**config.mk**
```make
export PLATFORM = sky130hd
export DESIGN_NAME = posit_operand_conditioner
export DESIGN_NICKNAME = d
export VERILOG_FILES = /design/src/rtl/ppu_pkg.sv /design/src/rtl/ppu_pipe_reg.sv /design/src/rtl/posit_operand_conditioner.sv
export SDC_FILE = /design/constraint.sdc
export NUM_CORES = 1
export LEC_CHECK = 0
export CAP_MARGIN = 25
export CORE_AREA = 2 2 120 122
export CTS_CLUSTER_DIAMETER = 60
export DETAILED_ROUTE_END_ITERATION = 7
export DIE_AREA = 0 0 122 124
export DONT_BUFFER_PORTS = 1
export PLACE_DENSITY = 0.68
export SYNTH_ARGS = -nofsm -noshare
export SYNTH_HDL_FRONTEND = slang
export SYNTH_SLANG_ARGS = --single-unit
```
**constraint.sdc**
```tcl
create_clock -name clk -period 6.55 [get_ports clk]
set_input_delay 0.9825 -clock clk [delete_from_list [all_inputs] [get_ports clk]]
set_output_delay 0.9825 -clock clk [all_outputs]
set_load 0.03 [all_outputs]
```
**src/rtl/ppu_pkg.sv**
```systemverilog
// Shared PPU definitions: operation codes and posit bit-level helpers.
// Helpers work on a PMAX-bit word and take the posit width n as argument.
package ppu_pkg;

    localparam int OP_SIZE = 2;
    localparam int PMAX    = 64;

    typedef logic [PMAX-1:0] pword_t;

    localparam logic [OP_SIZE-1:0] ADD = 2'd0;
    localparam logic [OP_SIZE-1:0] SUB = 2'd1;
    localparam logic [OP_SIZE-1:0] MUL = 2'd2;
    localparam logic [OP_SIZE-1:0] DIV = 2'd3;

    // n-bit mask in the low bits of a PMAX word
    function automatic pword_t pmask(int unsigned n);
        return {PMAX{1'b1}} >> (PMAX - n);
    endfunction

    function automatic pword_t c2(pword_t v, int unsigned n);
        return (~v + pword_t'(1)) & pmask(n);
    endfunction

    // NaR maps to 2^(n-1), the largest magnitude
    function automatic pword_t abs_posit(pword_t v, int unsigned n);
        return v[n-1] ? c2(v, n) : (v & pmask(n));
    endfunction

    function automatic logic is_zero(pword_t v, int unsigned n);
        return (v & pmask(n)) == '0;
    endfunction

    function automatic logic is_nar(pword_t v, int unsigned n);
        return (v & pmask(n)) == (pword_t'(1) << (n - 1));
    endfunction

endpackage

```
**src/rtl/ppu_pipe_reg.sv**
```systemverilog
// Valid/ready register slice with a generic payload.
// Ports: in_valid/in_ready/in_data upstream, out_valid/out_ready/out_data down.
module ppu_pipe_reg #(
    parameter int W = 8
) (
    input  logic         clk,
    input  logic         rst,
    input  logic         in_valid,
    output logic         in_ready,
    input  logic [W-1:0] in_data,
    output logic         out_valid,
    input  logic         out_ready,
    output logic [W-1:0] out_data
);

    logic         v;
    logic [W-1:0] d;

    assign in_ready  = !v || out_ready;
    assign out_valid = v;
    assign out_data  = d;

    always_ff @(posedge clk or posedge rst) begin
        if (rst) begin
            v <= 1'b0;
            d <= '0;
        end else if (in_ready) begin
            v <= in_valid;
            if (in_valid) begin
                d <= in_data;
            end
        end
    end

endmodule

```
**src/rtl/posit_operand_conditioner.sv**
```systemverilog
// Two-stage posit operand conditioner: negate for SUB, order ADD/SUB by
// magnitude, resolve zero/NaR early. Request side in_*, result side out_*.
module posit_operand_conditioner
    import ppu_pkg::*;
#(
    parameter int N     = 16,
    parameter int TAG_W = 4
) (
    input  logic               clk,
    input  logic               rst,
    input  logic               in_valid,
    output logic               in_ready,
    input  logic [OP_SIZE-1:0] in_op,
    input  logic [N-1:0]       in_p1,
    input  logic [N-1:0]       in_p2,
    input  logic [TAG_W-1:0]   in_tag,
    output logic               out_valid,
    input  logic               out_ready,
    output logic [OP_SIZE-1:0] out_op,
    output logic [N-1:0]       out_p1,
    output logic [N-1:0]       out_p2,
    output logic               out_swapped,
    output logic               out_special,
    output logic [N-1:0]       out_special_res,
    output logic [TAG_W-1:0]   out_tag
);

    typedef struct packed {
        logic [OP_SIZE-1:0] op;
        logic [TAG_W-1:0]   tag;
        logic [N-1:0]       a;
        logic [N-1:0]       b;
        logic [N-1:0]       mag_a;
        logic [N-1:0]       mag_b;
        logic               za;
        logic               zb;
        logic               na;
        logic               nb;
    } s1_t;

    typedef struct packed {
        logic [OP_SIZE-1:0] op;
        logic [TAG_W-1:0]   tag;
        logic [N-1:0]       p1;
        logic [N-1:0]       p2;
        logic               swapped;
        logic               special;
        logic [N-1:0]       res;
    } s2_t;

    s1_t         s1_d, s1_q;
    s2_t         s2_d, s2_q;
    logic [N-1:0] b_in;
    logic        v1, s2_ready;
    logic        addsub;

    assign b_in = (in_op == SUB) ? N'(c2(pword_t'(in_p2), N)) : in_p2;

    always_comb begin
        s1_d.op    = in_op;
        s1_d.tag   = in_tag;
        s1_d.a     = in_p1;
        s1_d.b     = b_in;
        s1_d.mag_a = N'(abs_posit(pword_t'(in_p1), N));
        s1_d.mag_b = N'(abs_posit(pword_t'(b_in), N));
        s1_d.za    = is_zero(pword_t'(in_p1), N);
        s1_d.zb    = is_zero(pword_t'(b_in), N);
        s1_d.na    = is_nar(pword_t'(in_p1), N);
        s1_d.nb    = is_nar(pword_t'(b_in), N);
    end

    ppu_pipe_reg #(.W($bits(s1_t))) u_s1 (
        .clk       (clk),
        .rst       (rst),
        .in_valid  (in_valid),
        .in_ready  (in_ready),
        .in_data   (s1_d),
        .out_valid (v1),
        .out_ready (s2_ready),
        .out_data  (s1_q)
    );

    assign addsub = (s1_q.op == ADD) || (s1_q.op == SUB);

    always_comb begin
        s2_d.op      = s1_q.op;
        s2_d.tag     = s1_q.tag;
        s2_d.swapped = addsub && (s1_q.mag_b > s1_q.mag_a);
        s2_d.p1      = s2_d.swapped ? s1_q.b : s1_q.a;
        s2_d.p2      = s2_d.swapped ? s1_q.a : s1_q.b;
        s2_d.special = 1'b1;
        s2_d.res     = '0;
        // priority order matters: NaR dominates, then divide by zero
        if (s1_q.na || s1_q.nb) begin
            s2_d.res = {1'b1, {(N-1){1'b0}}};
        end else if (s1_q.op == DIV && s1_q.zb) begin
            s2_d.res = {1'b1, {(N-1){1'b0}}};
        end else if (s1_q.op == MUL && (s1_q.za || s1_q.zb)) begin
            s2_d.res = '0;
        end else if (s1_q.op == DIV && s1_q.za) begin
            s2_d.res = '0;
        end else if (addsub && s1_q.za) begin
            s2_d.res = s1_q.b;
        end else if (addsub && s1_q.zb) begin
            s2_d.res = s1_q.a;
        end else begin
            s2_d.special = 1'b0;
        end
    end

    ppu_pipe_reg #(.W($bits(s2_t))) u_s2 (
        .clk       (clk),
        .rst       (rst),
        .in_valid  (v1),
        .in_ready  (s2_ready),
        .in_data   (s2_d),
        .out_valid (out_valid),
        .out_ready (out_ready),
        .out_data  (s2_q)
    );

    assign out_op          = s2_q.op;
    assign out_tag         = s2_q.tag;
    assign out_p1          = s2_q.p1;
    assign out_p2          = s2_q.p2;
    assign out_swapped     = s2_q.swapped;
    assign out_special     = s2_q.special;
    assign out_special_res = s2_q.res;

endmodule

```
==> results.py, run 1 <==
metrics = {
    "outcome": {
        "status": "finished, final reports clean",
    },
    "placed_design": {
        "dp_hpwl_um": 11500,
        "io_buffers": 0,
        "gp_congestion": 0.843,
        "post-place-ws_ns": 3.10,
        "dp_cells": 826,
        "place_area_um2": 6930,
    },
    "global_route": {
        "grt_max_degree": 75,
        "grt.met1_usage_pct": 30.2,
        "use_met3_pct": 6.64,
        "groute.usage.overall_pct": 21.9,
        "grt_pass1_wl_um": 25600,
        "grt.busiest_layer": "met2",
        "grt-ovfl-total": 0,
        "grt_use_met2_pct": 32.7,
        "grt_antenna_before_repair": 0,
        "grt_pass1_vias": 4772,
    },
    "worst_hold_path": {
        "hold_path.class": "flop to flop",
        "hold_path_end": "u_s1.out_data[25]$_DFFE_PP0P_",
        "min_from": "u_s1.out_data[25]$_DFFE_PP0P_",
        "hold_depth": 2,
    },
    "worst_setup_path": {
        "cp_slowest_cell": "nor2b_1",
        "crit_buf_inv": 1,
        "worstSetupStartpointType": "input pin",
        "reg2reg_from": "u_s2.out_valid$_DFFE_PP0P_",
        "worst-path-max-fanout": 8,
        "slowest_delay_ns": 0.55,
        "r2r-end": "u_s1.out_data[68]$_DFFE_PP0P_",
        "crit_required_ns": 6.91,
        "cp_cell_sequence": "inv_1, ha_1, nor2b_1, and4_1, o221ai_1, a211oi_2, nand3_2, nor4b_2, a21o_1",
        "arrival_ns": 3.38,
        "cp_num_cells": 9,
        "reg2reg_depth": 4,
        "worstSetupPathType": "input pin to flop",
        "ff2ff_setup_slack_ns": 3.77,
        "end_kind": "flop",
        "critical-path-top-delay-family": "simple AND/OR/NAND/NOR gates",
    },
    "detailed_routing": {
        "drc_errors": 0,
        "drtAntennaViolNets": 0,
        "drt-initial-drc-count": 337,
        "vias": 5026,
        "dr.pass1.iters": 5,
        "wl_per_cell_um": 18.6,
        "wirelength_um": 16000,
        "avgViaCountPerCell": 5.86,
    },
    "yosys": {
        "async_flop_share_pct": 100,
        "synth-seq-area-share_pct": 47.6,
        "synthDistinctLibCells": 65,
        "synth_nets": 741,
        "synthCells": 680,
        "ys.flop_type": "dfrtp_1",
        "postSynthAreaPerCell_um2": 10.0,
        "syn-cell-area_um2": 6830,
        "synth_edf_count": 0,
        "synth-seq-cells": 130,
        "synth_warnings": 0,
    },
    "clock_network": {
        "cts_setup_buffers": 0,
        "htreeDepth": 4,
        "cts_root_buf": "clkbuf_16",
        "cts_sinks": 130,
        "cts_resized": 0,
        "clk_latency_ns": 0.42,
        "cts_inserted_buffers": 17,
        "clockBufferDepth": 2,
        "cts_hold_buf": 0,
        "clk_pin_slew_ns": 0.06,
        "cts_tree": "done",
    },
    "layout": {
        "final_cells": 857,
        "drive_above_1_share_pct": 12.1,
        "antenna_cells": 0,
        "stdcell_area_um2": 7500,
        "final.fill_count": 1190,
        "fin_nets": 726,
        "area_growth_pct": 9.85,
        "final_util_pct": 54.7,
        "area.sequential_um2": 3250,
        "multi_input_area_um2": 3320,
    },
    "job": {
        "drv_cap": 0,
    },
    "floorplanning": {
        "die_area_um2": 15100,
        "start_util_pct": 49.8,
        "core.rowCount": 43,
        "num_io_pins": 100,
        "die_h_um": 124,
        "die_w_um": 122,
        "coreArea_um2": 13700,
    },
    "sta": {
        "setup_viol": 0,
        "slew_viol_final": 0,
        "post-route-min-period_ns": 3.02,
        "rsz0062_at_grt": "false",
        "worst_slew_pin_slew_ns": 0.967,
        "layout_setup_ws_ns": 3.53,
        "fin_worst_skew_ns": 0.00655,
        "fmax_mhz": 331,
        "finalCritPeriodShare_pct": 46.1,
        "hold_viol": 0,
        "slew_headroom_pct": 35.6,
        "tns_ns": 0,
    },
    "power": {
        "cellPowerDensity_nw_per_um2": 349,
        "ir_drop_uv": 206,
        "p_leak_nw": 3.29,
    },
}
power breakdown:
| part | switching [W] | leakage, nW | internal [W] |
|---|---|---|---|
| combinational | 0.000222 | 1.40 | 0.000179 |
| clock | 0.000340 | 0.276 | 0.000576 |
| sequential | 0.000338 | 1.61 | 0.000966 |
worst min-delay path: stages, from the launching register on:
cell	delay, ns
dfrtp_1	0.34
nand2_1	0.05
o21ai_0	0.06
layer usage:
metal | share of wire (%) | vias to the layer above
met4 | 2.0 | 0
met1 | 45 | 2440
li1 | - | 2380
met5 | 0 | -
met2 | 46 | 181
met3 | 7.4 | 25
Yosys cell counts (all sizes together), types with 2 or more instances:
master	n	share of area (%)
dfrtp	130	48
nand2	110	6.0
o21ai	100	7.3
mux2i	33	4.8
clkbuf	30	1.6
mux2	30	4.9
inv	25	1.4
xor2	25	3.2
nor2	20	1.1
ha	19	3.5
a22oi	16	1.8
a21oi	14	1.0
nor3	13	1.3
xnor2	12	1.9
buf	9	1.2
nand2b	8	0.73
a21o	6	0.66
a31oi	6	0.64
a41oi	5	0.75
nand4	5	0.46
o21a	5	0.55
and4	4	0.51
nor2b	4	0.37
nor3b	4	0.60
nor4	4	0.46
o31ai	4	0.44
or3	4	0.44
or4	4	0.44
a211oi	3	0.40
a22o	3	0.38
nand3	3	0.29
o41ai	3	0.49
a2111oi	2	0.53
and2	2	0.18
and3	2	0.18
nor4b	2	0.35
cells by family after synthesis:
family / after synthesis / share of synthesized area (%)
fa+ha+maj: 19 / 3.48
mux: 63 / 9.78
flops: 130 / 47.6
compound gates: 175 / 16.0
xor+xnor: 37 / 5.13
buf+inv: 64 / 4.19
simple gates: 192 / 13.8
state kept, by name (all words and copies together), names as in the netlist:
name	count
u_s1.out_data	72
u_s2.out_valid	1
u_s1.out_valid	1
u_s2.out_data	56
how the worst max path moves through the flow:
stage,slack (ns),from,end
2_1_floorplan,2.10,rst,u_s1.out_data[0]$_DFFE_PP0P_
3_3_place_gp,3.25,in_p2[0],u_s1.out_data[19]$_DFFE_PP0P_
3_5_place_dp,3.10,in_p2[0],u_s1.out_data[19]$_DFFE_PP0P_
4_1_cts,3.53,in_p2[0],u_s1.out_data[19]$_DFFE_PP0P_
5_1_grt,3.32,in_p2[0],u_s1.out_data[19]$_DFFE_PP0P_
6_report,3.53,in_p2[0],u_s1.out_data[19]$_DFFE_PP0P_
cells in the final DEF, fill, tap and decap left out, drive strengths merged, types with 4 or more instances in the layout:
master,count
o21a,5
mux2,30
nor2,20
inv,25
xnor2,12
ha,19
a41oi,5
a21o,6
xor2,25
nand2b,8
dfrtp,130
or3,4
nor4,4
o21ai,100
nand2,110
a31oi,6
or4,4
nor3b,4
clkbuf,22
o31ai,4
a21oi,14
a22oi,16
mux2i,33
and4,4
buf,5
nand4,5
nor3,13
clkinv,5
nor2b,4
metrics by stage:
step | power, W | hold slack [ns]
finish | 0.00262 | 0.486
floorplan | 0.00159 | 0.450
detailed placement | 0.00172 | 0.475
global placement | 0.00169 | 0.468
CTS | 0.00264 | 0.490
global route | 0.00276 | 0.510
final cells by class:
cell class	count	area share (%)
multi-input combinational	486	44.2
clock inverter	9	1.43
clock buffer	22	6.19
sequential	130	43.3
timing repair buffer	5	0.500
inverter	25	1.28
tap	180	3.00
Power figures use the tool's default switching activity.
==> run 2: changes to the inputs <==
PLACE_DENSITY = 0.71   (was 0.68)
clock period = 2.65 ns   (was 6.55 ns; I/O delays follow)
==> results.py, run 2 (synthesized netlist as in run 1, its figures left out) <==
metrics = {
    "power": {
        "power_frac_clock_pct": 36.8,
        "combinationalPowerShare_pct": 15.6,
        "p_int_w": 0.00449,
        "ir_drop_uv": 522,
        "switchingPower_w": 0.00229,
        "switching_share_pct": 33.8,
        "p_seq_share_pct": 47.5,
        "cellPowerDensity_nw_per_um2": 875,
        "p_leak_nw": 3.42,
    },
    "floorplanning": {
        "die_area_um2": 15100,
        "num_io_pins": 100,
        "die_w_um": 122,
        "coreArea_um2": 13700,
        "start_util_pct": 49.8,
        "core.rowCount": 43,
        "die_h_um": 124,
    },
    "sta": {
        "hold_viol": 0,
        "fin_worst_skew_ns": 0.00742,
        "hold_ws_ns": 0.108,
        "slew_headroom_pct": 45.6,
        "finalCritPeriodShare_pct": 91.5,
        "setup_viol": 0,
        "slew_viol_final": 0,
        "fmax_mhz": 412,
        "post-route-min-period_ns": 2.42,
        "tns_ns": 0,
        "worst_slew_pin_slew_ns": 0.816,
        "rsz0062_at_grt": "false",
    },
    "clock_network": {
        "clk_latency_ns": 0.42,
        "clockBufferDepth": 2,
        "htreeDepth": 4,
        "cts_root_buf": "clkbuf_16",
        "clk_pin_slew_ns": 0.06,
        "cts_resized": 0,
        "cts_inserted_buffers": 17,
        "cts_sinks": 130,
        "cts_tree": "done",
    },
    "detailed_routing": {
        "wl_met1_um": 7250,
        "route.met3.wl_um": 1180,
        "wirelength_um": 16600,
        "dr.pass1.iters": 6,
        "avgViaCountPerCell": 5.87,
        "highest_layer": "met4",
        "drc_errors": 0,
        "drtAntennaViolNets": 0,
        "vias": 5141,
        "drt-initial-drc-count": 502,
        "route.met2.wl_um": 7710,
        "wl_per_cell_um": 18.9,
    },
    "worst_setup_path": {
        "cp_cell_sequence": "inv_1, ha_1, a21o_1, a21o_1, a2111oi_0, or3_1, a41oi_4, buf_12, o21ai_0",
        "ff2ff_setup_slack_ns": 0.23,
        "worst-path-max-fanout": 63,
        "end_kind": "flop",
        "startpoint": "u_s1.out_data[29]$_DFFE_PP0P_",
        "arrival_ns": 2.74,
        "slowest_delay_ns": 0.46,
        "crit_required_ns": 2.97,
        "worstSetupStartpointType": "flop",
        "cpMostUsedCell": "a21o_1",
        "cp_slowest_cell": "a2111oi_0",
        "worstSetupPathType": "flop to flop",
        "reg2reg_from": "u_s1.out_data[29]$_DFFE_PP0P_",
    },
    "global_route": {
        "grt-ovfl-total": 0,
        "grt_pass1_wl_um": 26700,
        "grt_pass1_vias": 5062,
        "grt_max_degree": 64,
        "grt_antenna_before_repair": 0,
        "groute.usage.overall_pct": 23.0,
    },
    "job": {
        "drv_cap": 0,
    },
    "placed_design": {
        "dp_cells": 843,
        "io_buffers": 0,
        "gp_congestion": 0.947,
        "dp_hpwl_um": 12000,
    },
    "outcome": {
        "status": "finished, final reports clean",
    },
    "worst_hold_path": {
        "hold_path.class": "input pin to flop",
        "min_from": "in_valid",
    },
    "layout": {
        "fin_nets": 744,
        "final_cell_mix": "dfrtp_1 (130), nand2_1 (108), o21ai_0 (64), o21ai_1 (36), mux2i_1 (33)",
        "largest_reg_flops": 72,
        "drive_above_1_share_pct": 14.8,
        "antenna_cells": 0,
        "area_growth_pct": 13.6,
        "final_common_cell": "dfrtp_1",
        "final_cells": 876,
    },
}
[run 2: metal layers]
layer / global-route usage, % / vias up
met4: 9.41 / 0
met3: 5.68 / 31
met5: 0 / -
li1: - / 2409
met1: 30.8 / 2499
met2: 36.0 / 202
[run 2: worst paths after layout]
kind,to,cells past startpoint
setup / recovery,u_s2.out_data[44]$_DFFE_PP0P_,9
hold / removal,u_s1.out_valid$_DFFE_PP0N_,1
setup reg to reg,u_s2.out_data[44]$_DFFE_PP0P_,9
hold reg to reg,u_s1.out_data[35]$_DFFE_PP0P_,2
max in group asynchronous,u_s2.out_data[30]$_DFFE_PP0P_,3
min in group asynchronous,u_s2.out_data[21]$_DFFE_PP0P_,2
[run 2: per-stage QoR]
step | utilization [%] | area, µm² | setup slack [ns] | power [W]
6_report | 56.5 | 7760 | 0.225 | 0.00678
5_1_grt | 56.5 | 7760 | 0.0780 | 0.00710
4_1_cts | 56.5 | 7760 | 0.328 | 0.00683
3_5_place_dp | 51.8 | 7110 | 0.127 | 0.00431
3_3_place_gp | 51.8 | 7110 | 0.236 | 0.00422
2_1_floorplan | - | 6840 | 0.345 | 0.00394
[run 2: repair_timing]
item | in CTS | in global routing
hold buffers | 1 | 0
buffers inserted | 0 | 0
hold endpoints to repair | 26 | 0
[run 2: area by class of cell]
class,instances,area [µm²]
sequential,130,3250
multi-input combinational,486,3320
fill,1142,5960
inverter,25,97.6
tap,180,225
clock inverter,13,183
timing repair buffer,23,225
clock buffer,19,453
[run 2: power by group through the flow]
stage	Sequential [W]	Combinational [W]	Clock, W
detailed placement	0.00326	0.00105	0
finish	0.00323	0.00106	0.00250
global placement	0.00324	0.000987	0
floorplan	0.00311	0.000827	0
global route	0.00328	0.00120	0.00262
CTS	0.00323	0.00107	0.00253
[run 2: worst max-delay path: cells and delay by family, from the launching register on]
family / cells / cell delay, ns
AO/OA/AOI/OAI: 5 / 1.16
AND/OR/NAND/NOR: 1 / 0.23
flip-flops: 1 / 0.36
buffers and inverters: 2 / 0.27
adder cells (fa/ha/maj): 1 / 0.28
